==> src/rtl/fetch_unit.sv <==
// Instruction fetch stage: owns the fetch PC and the IF/ID pipeline register.
// Redirects flush IF/ID, and the first misaligned redirect target is latched for diagnosis.
module fetch_unit #(
    parameter logic [31:0] RESET_PC = 32'h0000_3000
) (
    input  logic        clk,
    input  logic        reset,
    input  logic        stall,
    input  logic        redirect,
    input  logic [31:0] redirect_pc,
    input  logic [31:0] imem_data,
    output logic [9:0]  imem_addr,
    output logic [31:0] pc,
    output logic [31:0] id_instr,
    output logic [31:0] id_pc4,
    output logic        id_valid,
    output logic        addr_err,
    output logic [31:0] err_pc,
    output logic [31:0] fetch_count
);

    logic [31:0] r_pc;
    logic [31:0] r_id_instr;
    logic [31:0] r_id_pc4;
    logic        r_id_valid;
    logic        r_addr_err;
    logic [31:0] r_err_pc;
    logic [31:0] r_fetch_count;

    logic        w_advance;
    logic        w_misaligned;
    logic [31:0] w_pc4;
    logic [31:0] w_target;

    assign w_advance    = !redirect && !stall;
    assign w_misaligned = (redirect_pc[1:0] != 2'b00);
    assign w_pc4        = r_pc + 32'd4;
    assign w_target     = {redirect_pc[31:2], 2'b00};

    // PC and IF/ID register; redirect wins over stall and flushes the slot.
    always_ff @(posedge clk or posedge reset) begin
        if (reset) begin
            r_pc          <= RESET_PC;
            r_id_instr    <= 32'h0000_0000;
            r_id_pc4      <= 32'h0000_0000;
            r_id_valid    <= 1'b0;
            r_fetch_count <= 32'h0000_0000;
        end else if (redirect) begin
            r_pc          <= w_target;
            r_id_instr    <= 32'h0000_0000;
            r_id_pc4      <= 32'h0000_0000;
            r_id_valid    <= 1'b0;
        end else if (w_advance) begin
            r_pc          <= w_pc4;
            r_id_instr    <= imem_data;
            r_id_pc4      <= w_pc4;
            r_id_valid    <= 1'b1;
            r_fetch_count <= r_fetch_count + 32'd1;
        end
    end

    // Sticky capture of the first misaligned target; later faults are ignored.
    always_ff @(posedge clk or posedge reset) begin
        if (reset) begin
            r_addr_err <= 1'b0;
            r_err_pc   <= 32'h0000_0000;
        end else if (redirect && w_misaligned && !r_addr_err) begin
            r_addr_err <= 1'b1;
            r_err_pc   <= redirect_pc;
        end
    end

    assign imem_addr   = r_pc[11:2];
    assign pc          = r_pc;
    assign id_instr    = r_id_instr;
    assign id_pc4      = r_id_pc4;
    assign id_valid    = r_id_valid;
    assign addr_err    = r_addr_err;
    assign err_pc      = r_err_pc;
    assign fetch_count = r_fetch_count;

endmodule

==> config.mk <==
export PLATFORM = sky130hd
export DESIGN_NAME = fetch_unit
export DESIGN_NICKNAME = d
export VERILOG_FILES = /design/src/rtl/fetch_unit.sv
export SDC_FILE = /design/constraint.sdc
export NUM_CORES = 1
export LEC_CHECK = 0
export ABC_AREA = 1
export ABC_CLOCK_PERIOD_IN_PS = 8100
export BUFFER_PORTS_ARGS = -buffer_cell sky130_fd_sc_hd__buf_2
export CORE_UTILIZATION = 30
export CTS_CLUSTER_SIZE = 10
export DETAILED_ROUTE_END_ITERATION = 16
export PLACE_DENSITY = 0.49
export SLEW_MARGIN = 10
export SYNTH_ARGS = -nofsm -noshare
export SYNTH_HDL_FRONTEND = slang
export SYNTH_SLANG_ARGS = --single-unit
==> constraint.sdc <==
create_clock -name clk -period 8.1 [get_ports clk]
set_clock_uncertainty 0.1 [all_clocks]
set_input_delay 0.405 -clock clk [delete_from_list [all_inputs] [get_ports clk]]
set_output_delay 0.405 -clock clk [all_outputs]
set_load 0.01 [all_outputs]
## After elaboration in Yosys (flattened, before gate mapping)

Index checks and enable logic that the tools add are counted.

- Register bits: 162
- Word-level logic and storage cells: 26
- Input bits: 68

- Muxes and demuxes: 7
- Add/subtract/negate cells: 2
- Bitwise gates (word level): 1
- Reductions and logical operators: 9

Operators with widths:

| cell | count |
|---|---|
| 32-bit two-way mux | 5 |
| 32-bit by 1-bit adder with 32-bit output, second input constant | 1 |
| 32-bit by 3-bit adder with 32-bit output, second input constant | 1 |
| 2-bit nonzero test | 2 |
| 1-bit logical AND | 3 |
| 1-bit logical NOT | 3 |
| 1-bit two-way mux | 2 |
| 2-bit AND reduction | 1 |
| 1-bit NOT | 1 |

## Logic depth before layout (Yosys ltp)

- Word-level depth: 4
- Mapped depth: 9
- Mapped depth without buffers: 9

## Worst setup path before layout

Ideal clock, no wire load.

- Kind: register to register
- From: register r_pc[3] (netlist: pc[3])
- To: register r_id_pc4[30] (netlist: id_pc4[30])
- Arrival: 1.394 ns
- Path buffers: 0
- Path slack: 6.487 ns
- Setup time: 0.119 ns
- Cell stages (with the launch flop): 9
- Clock period less this slack: 1.613 ns
- Cells stage by stage: dfrtp_1 -> ha_1 -> nand2_1 -> nor2_2 -> nand2_2 -> nor2_1 -> nand3_1 -> nand3_1 -> nand2_1

- Cells in the longest elaborated chain, start to end: 3

RTL lines:

| element | line | source |
|---|---|---|
| start: declaration | 22 | `logic [31:0] r_pc;` |
| start signal: assignment | 49 | `r_pc <= w_target;` |
| start signal: assignment | 54 | `r_pc <= w_pc4;` |
| 32-bit by 3-bit adder with 32-bit output | 37 | `assign w_pc4 = r_pc + 32'd4;` |
| 32-bit two-way mux | 53 | `end else if (w_advance) begin` |
| 32-bit two-way mux | 48 | `end else if (redirect) begin` |
| end signal: assignment | 56 | `r_id_pc4 <= w_pc4;` |
| end: declaration | 24 | `logic [31:0] r_id_pc4;` |

Every way passes these cells. The select of a mux whose other input is x is not followed.
A chain may end at the register's enable or synchronous reset.

## Worst setup path in the final report

- From: input port redirect
- To: register r_pc[29] (netlist: pc[29])

- Cells in the longest elaborated chain, start to end: 3
- Elaborated cells on any way between the ends: 4

RTL lines:

| element | line | source |
|---|---|---|
| start: declaration | 9 | `input logic redirect,` |
| 1-bit logical NOT | 35 | `assign w_advance = !redirect && !stall;` |
| 1-bit logical AND | 35 |  |
| 2-bit nonzero test (no line) | n/a |  |

Several ways; a longest one is shown, not always the timed one.

==> reports/metrics.yaml <==
setup_path:
  critical_path.max_fanout: 48
  worst_path_max_delay_cell: "nor2_4"
  r2r-start: "pc[2]"
  worst-path-buf-inv: 4
  worst_setup_path_end_kind: "flip-flop"
  critPathLaunchType: "input pin"
  worstPathRequired_ps: 8350
  path_class: "in2reg"
  r2r_cells: 9
  startpoint: "redirect"
  max_stage_delay_ps: 600
  path_cells: "buf_2, nor2_4, buf_4, inv_2, o22ai_1, inv_1, nand2_1"
  crit_family: "buffers and inverters"
  r2r_setup_slack_ps: 6070
  cp.arrival_ps: 2470
  r2r_end: "id_pc4[30]"
sta:
  finalWorstSetupSlack_ps: 5880
  rsz0062_at_grt: "no"
  relSlewSlack: 0.374
  slew_violations: 0
  fin_tns_setup_ps: 0
  post-route-period-util: 0.274
  layout_min_cycle_time_ps: 2220
  hold_viol: 0
  setup_viol: 0
  worst_pin_slew_ps: 939
  timing.fmax_mhz: 450
clock_network:
  cts_resized: 0
  cts_tree: "built"
  cts_buffers: 17
  clock_latency_ps: 430
  cts_max_level: 4
  clk_pin_slew_ps: 70
  post_cts_buffers: 0
  hold_buffers: 0
  cts.sinks: 159
  clk_path_buf_depth: 2
  cts_root_buf: "clkbuf_16"
logic_synthesis:
  netlist_instances: 833
  synth_top_family_by_area: "simple AND/OR/NAND/NOR gates"
  seq_area_frac_synth: 0.546
  synthAdderAreaFrac: 0.00343
  yosys_warnings: 0
  syn_avg_cell_area_um2: 8.75
  synthesis.area_um2: 7290
  synthXorXnorAreaFrac: 0.0288
  synth-simple-area-share: 0.245
  synth_cell_types: 32
  synthMuxAreaShare: 0.0170
  synth_seq_cells: 159
  synth_compound_area_frac: 0.0876
floorplanning:
  io_pins: 240
  fp.dieW_um: 158
  rows: 56
  chipHeight_um: 158
  core_um2: 23700
  start_util: 0.308
  die_area_um2: 24900
global_routing:
  grt_pass1_wl_um: 33800
  grt_overflow: 0
  antenna_found_initial: 2
  grt_max_degree: 101
  grt_pass1_vias: 6065
  track_usage: 0.179
drt:
  drc: 0
  via_per_inst: 4.47
  final_antenna_net_count: 0
  first_iter_violations: 324
  drt-total-wl_um: 21600
  vias: 6206
  routedWlPerCell_um: 15.5
  dr.pass1.iters: 5
placement:
  gp_congestion: 0.813
  dp_hpwl_um: 15500
  place_ws_ps: 5400
  portBuffers: 237
power_and_ir_drop:
  ir_drop_mv: 0.125
  p_per_area_nw_per_um2: 218
  leakage_uw: 0.00508
run:
  maxCapViolCount: 0
finish:
  nets: 1127
  area_growth_syn_to_layout_pct: 28.7
  drive_gt1_frac: 0.283
  final_util: 0.396
  fillerInstances: 2506
hold_path:
  hold_class: "in2async"
outcome:
  status: "complete, no violations"
[kinds of logic after synthesis]
kind of cell	count (synthesis)
XOR/XNOR	24
buffers and inverters	121
other	1
AO/OA/AOI/OAI	91
adder cells (fa/ha/maj)	2
flip-flops	159
AND/OR/NAND/NOR	424
multiplexers	11
[worst max-delay path by stage]
stage | to | cells past startpoint
4_1_cts | pc[29] | 7
3_3_place_gp | pc[22] | 7
3_5_place_dp | pc[24] | 7
6_report | pc[29] | 7
5_1_grt | pc[28] | 7
2_1_floorplan | addr_err | 1
[per-layer routing]
layer  up-vias  wire [um]  track usage
li1       3122          -            -
met1      2887       9990        0.243
met2       173      10100        0.281
met3        22       1140       0.0391
met4         2        272       0.0610
met5         -         12            0
[cell usage after synthesis]
master	instances	area (um^2)
xnor2_1	13	114
nand2_4	1	11.3
nor2_1	66	248
dfstp_2	2	52.6
inv_2	2	7.51
o221ai_1	3	26.3
and2_1	2	12.5
mux2_2	11	124
o211ai_1	5	37.5
nor2_2	5	31.3
or2_2	1	6.26
nor2_4	5	56.3
xor2_1	11	96.3
o211ai_2	1	12.5
nand2_2	2	12.5
clkbuf_1	10	37.5
nand3_1	62	310
ha_1	2	25.0
buf_4	14	105
a22o_1	32	280
nor3_1	6	30.0
nand3b_1	5	37.5
o21ai_0	27	135
dfrtp_1	157	3930
o22ai_1	13	81.3
inv_1	82	308
conb_1	1	3.75
o21bai_1	6	45.0
nand2_1	262	983
nand4_1	7	43.8
a21oi_1	4	20.0
buf_2	13	65.1
[worst register-to-register path, delay by kind of cell (launching register included)]
family | cells | cell delay (ps)
simple gates | 8 | 1210
fa+ha+maj | 1 | 210
flops | 1 | 440
[registers in the layout, summed over array words and instances, names as in the netlist]
name         count
pc              30
addr_err         1
fetch_count     32
err_pc          32
id_valid         1
id_instr        32
id_pc4          31
[placed cells by master (no fill, tap or decap), types with 3 or more instances in the layout]
cell,instances
nand3_1,62
a22o_1,32
nor3_1,6
mux2_2,11
nor2_2,3
nand2_1,262
inv_1,81
nand4_1,7
clkinv_4,4
o21ai_0,27
o21bai_1,6
nor2_1,66
buf_2,237
xnor2_1,13
buf_4,4
nand3b_1,5
dfrtp_1,157
o211ai_1,5
clkbuf_16,17
o22ai_1,13
a21oi_1,4
nor2_4,7
bufinv_16,5
o221ai_1,3
xor2_1,11
[metrics by stage]
| stage | power (uW) | area (um^2) | hold WS [ps] | instances |
|---|---|---|---|---|
| finish | 2050 | 9380 | 80.8 | 1389 |
| floorplan | 1050 | 7290 | 409 | 834 |
| detailed placement | 1160 | 8720 | 361 | 1357 |
| global placement | 1160 | 8720 | 357 | 1357 |
| global route | 2140 | 9380 | 93.5 | 1389 |
| CTS | 2080 | 9370 | 87.6 | 1388 |
[power by group]
group | leakage [uW] | switching (uW) | internal, uW
Combinational | 0.00266 | 146 | 94.5
Sequential | 0.00211 | 61.5 | 845
Clock | 0.000316 | 342 | 556
[layout make-up]
class | count | area (um^2) | area share
Antenna cell | 1 | 2.50 | 0.000267
Clock buffer | 18 | 439 | 0.0468
Clock inverter | 13 | 211 | 0.0226
Inverter | 84 | 320 | 0.0342
Multi-Input combinational cell | 554 | 2810 | 0.299
Sequential cell | 159 | 3980 | 0.425
Tap cell | 319 | 399 | 0.0426
Timing Repair Buffer | 241 | 1220 | 0.130
Power figures use the tool's default switching activity.
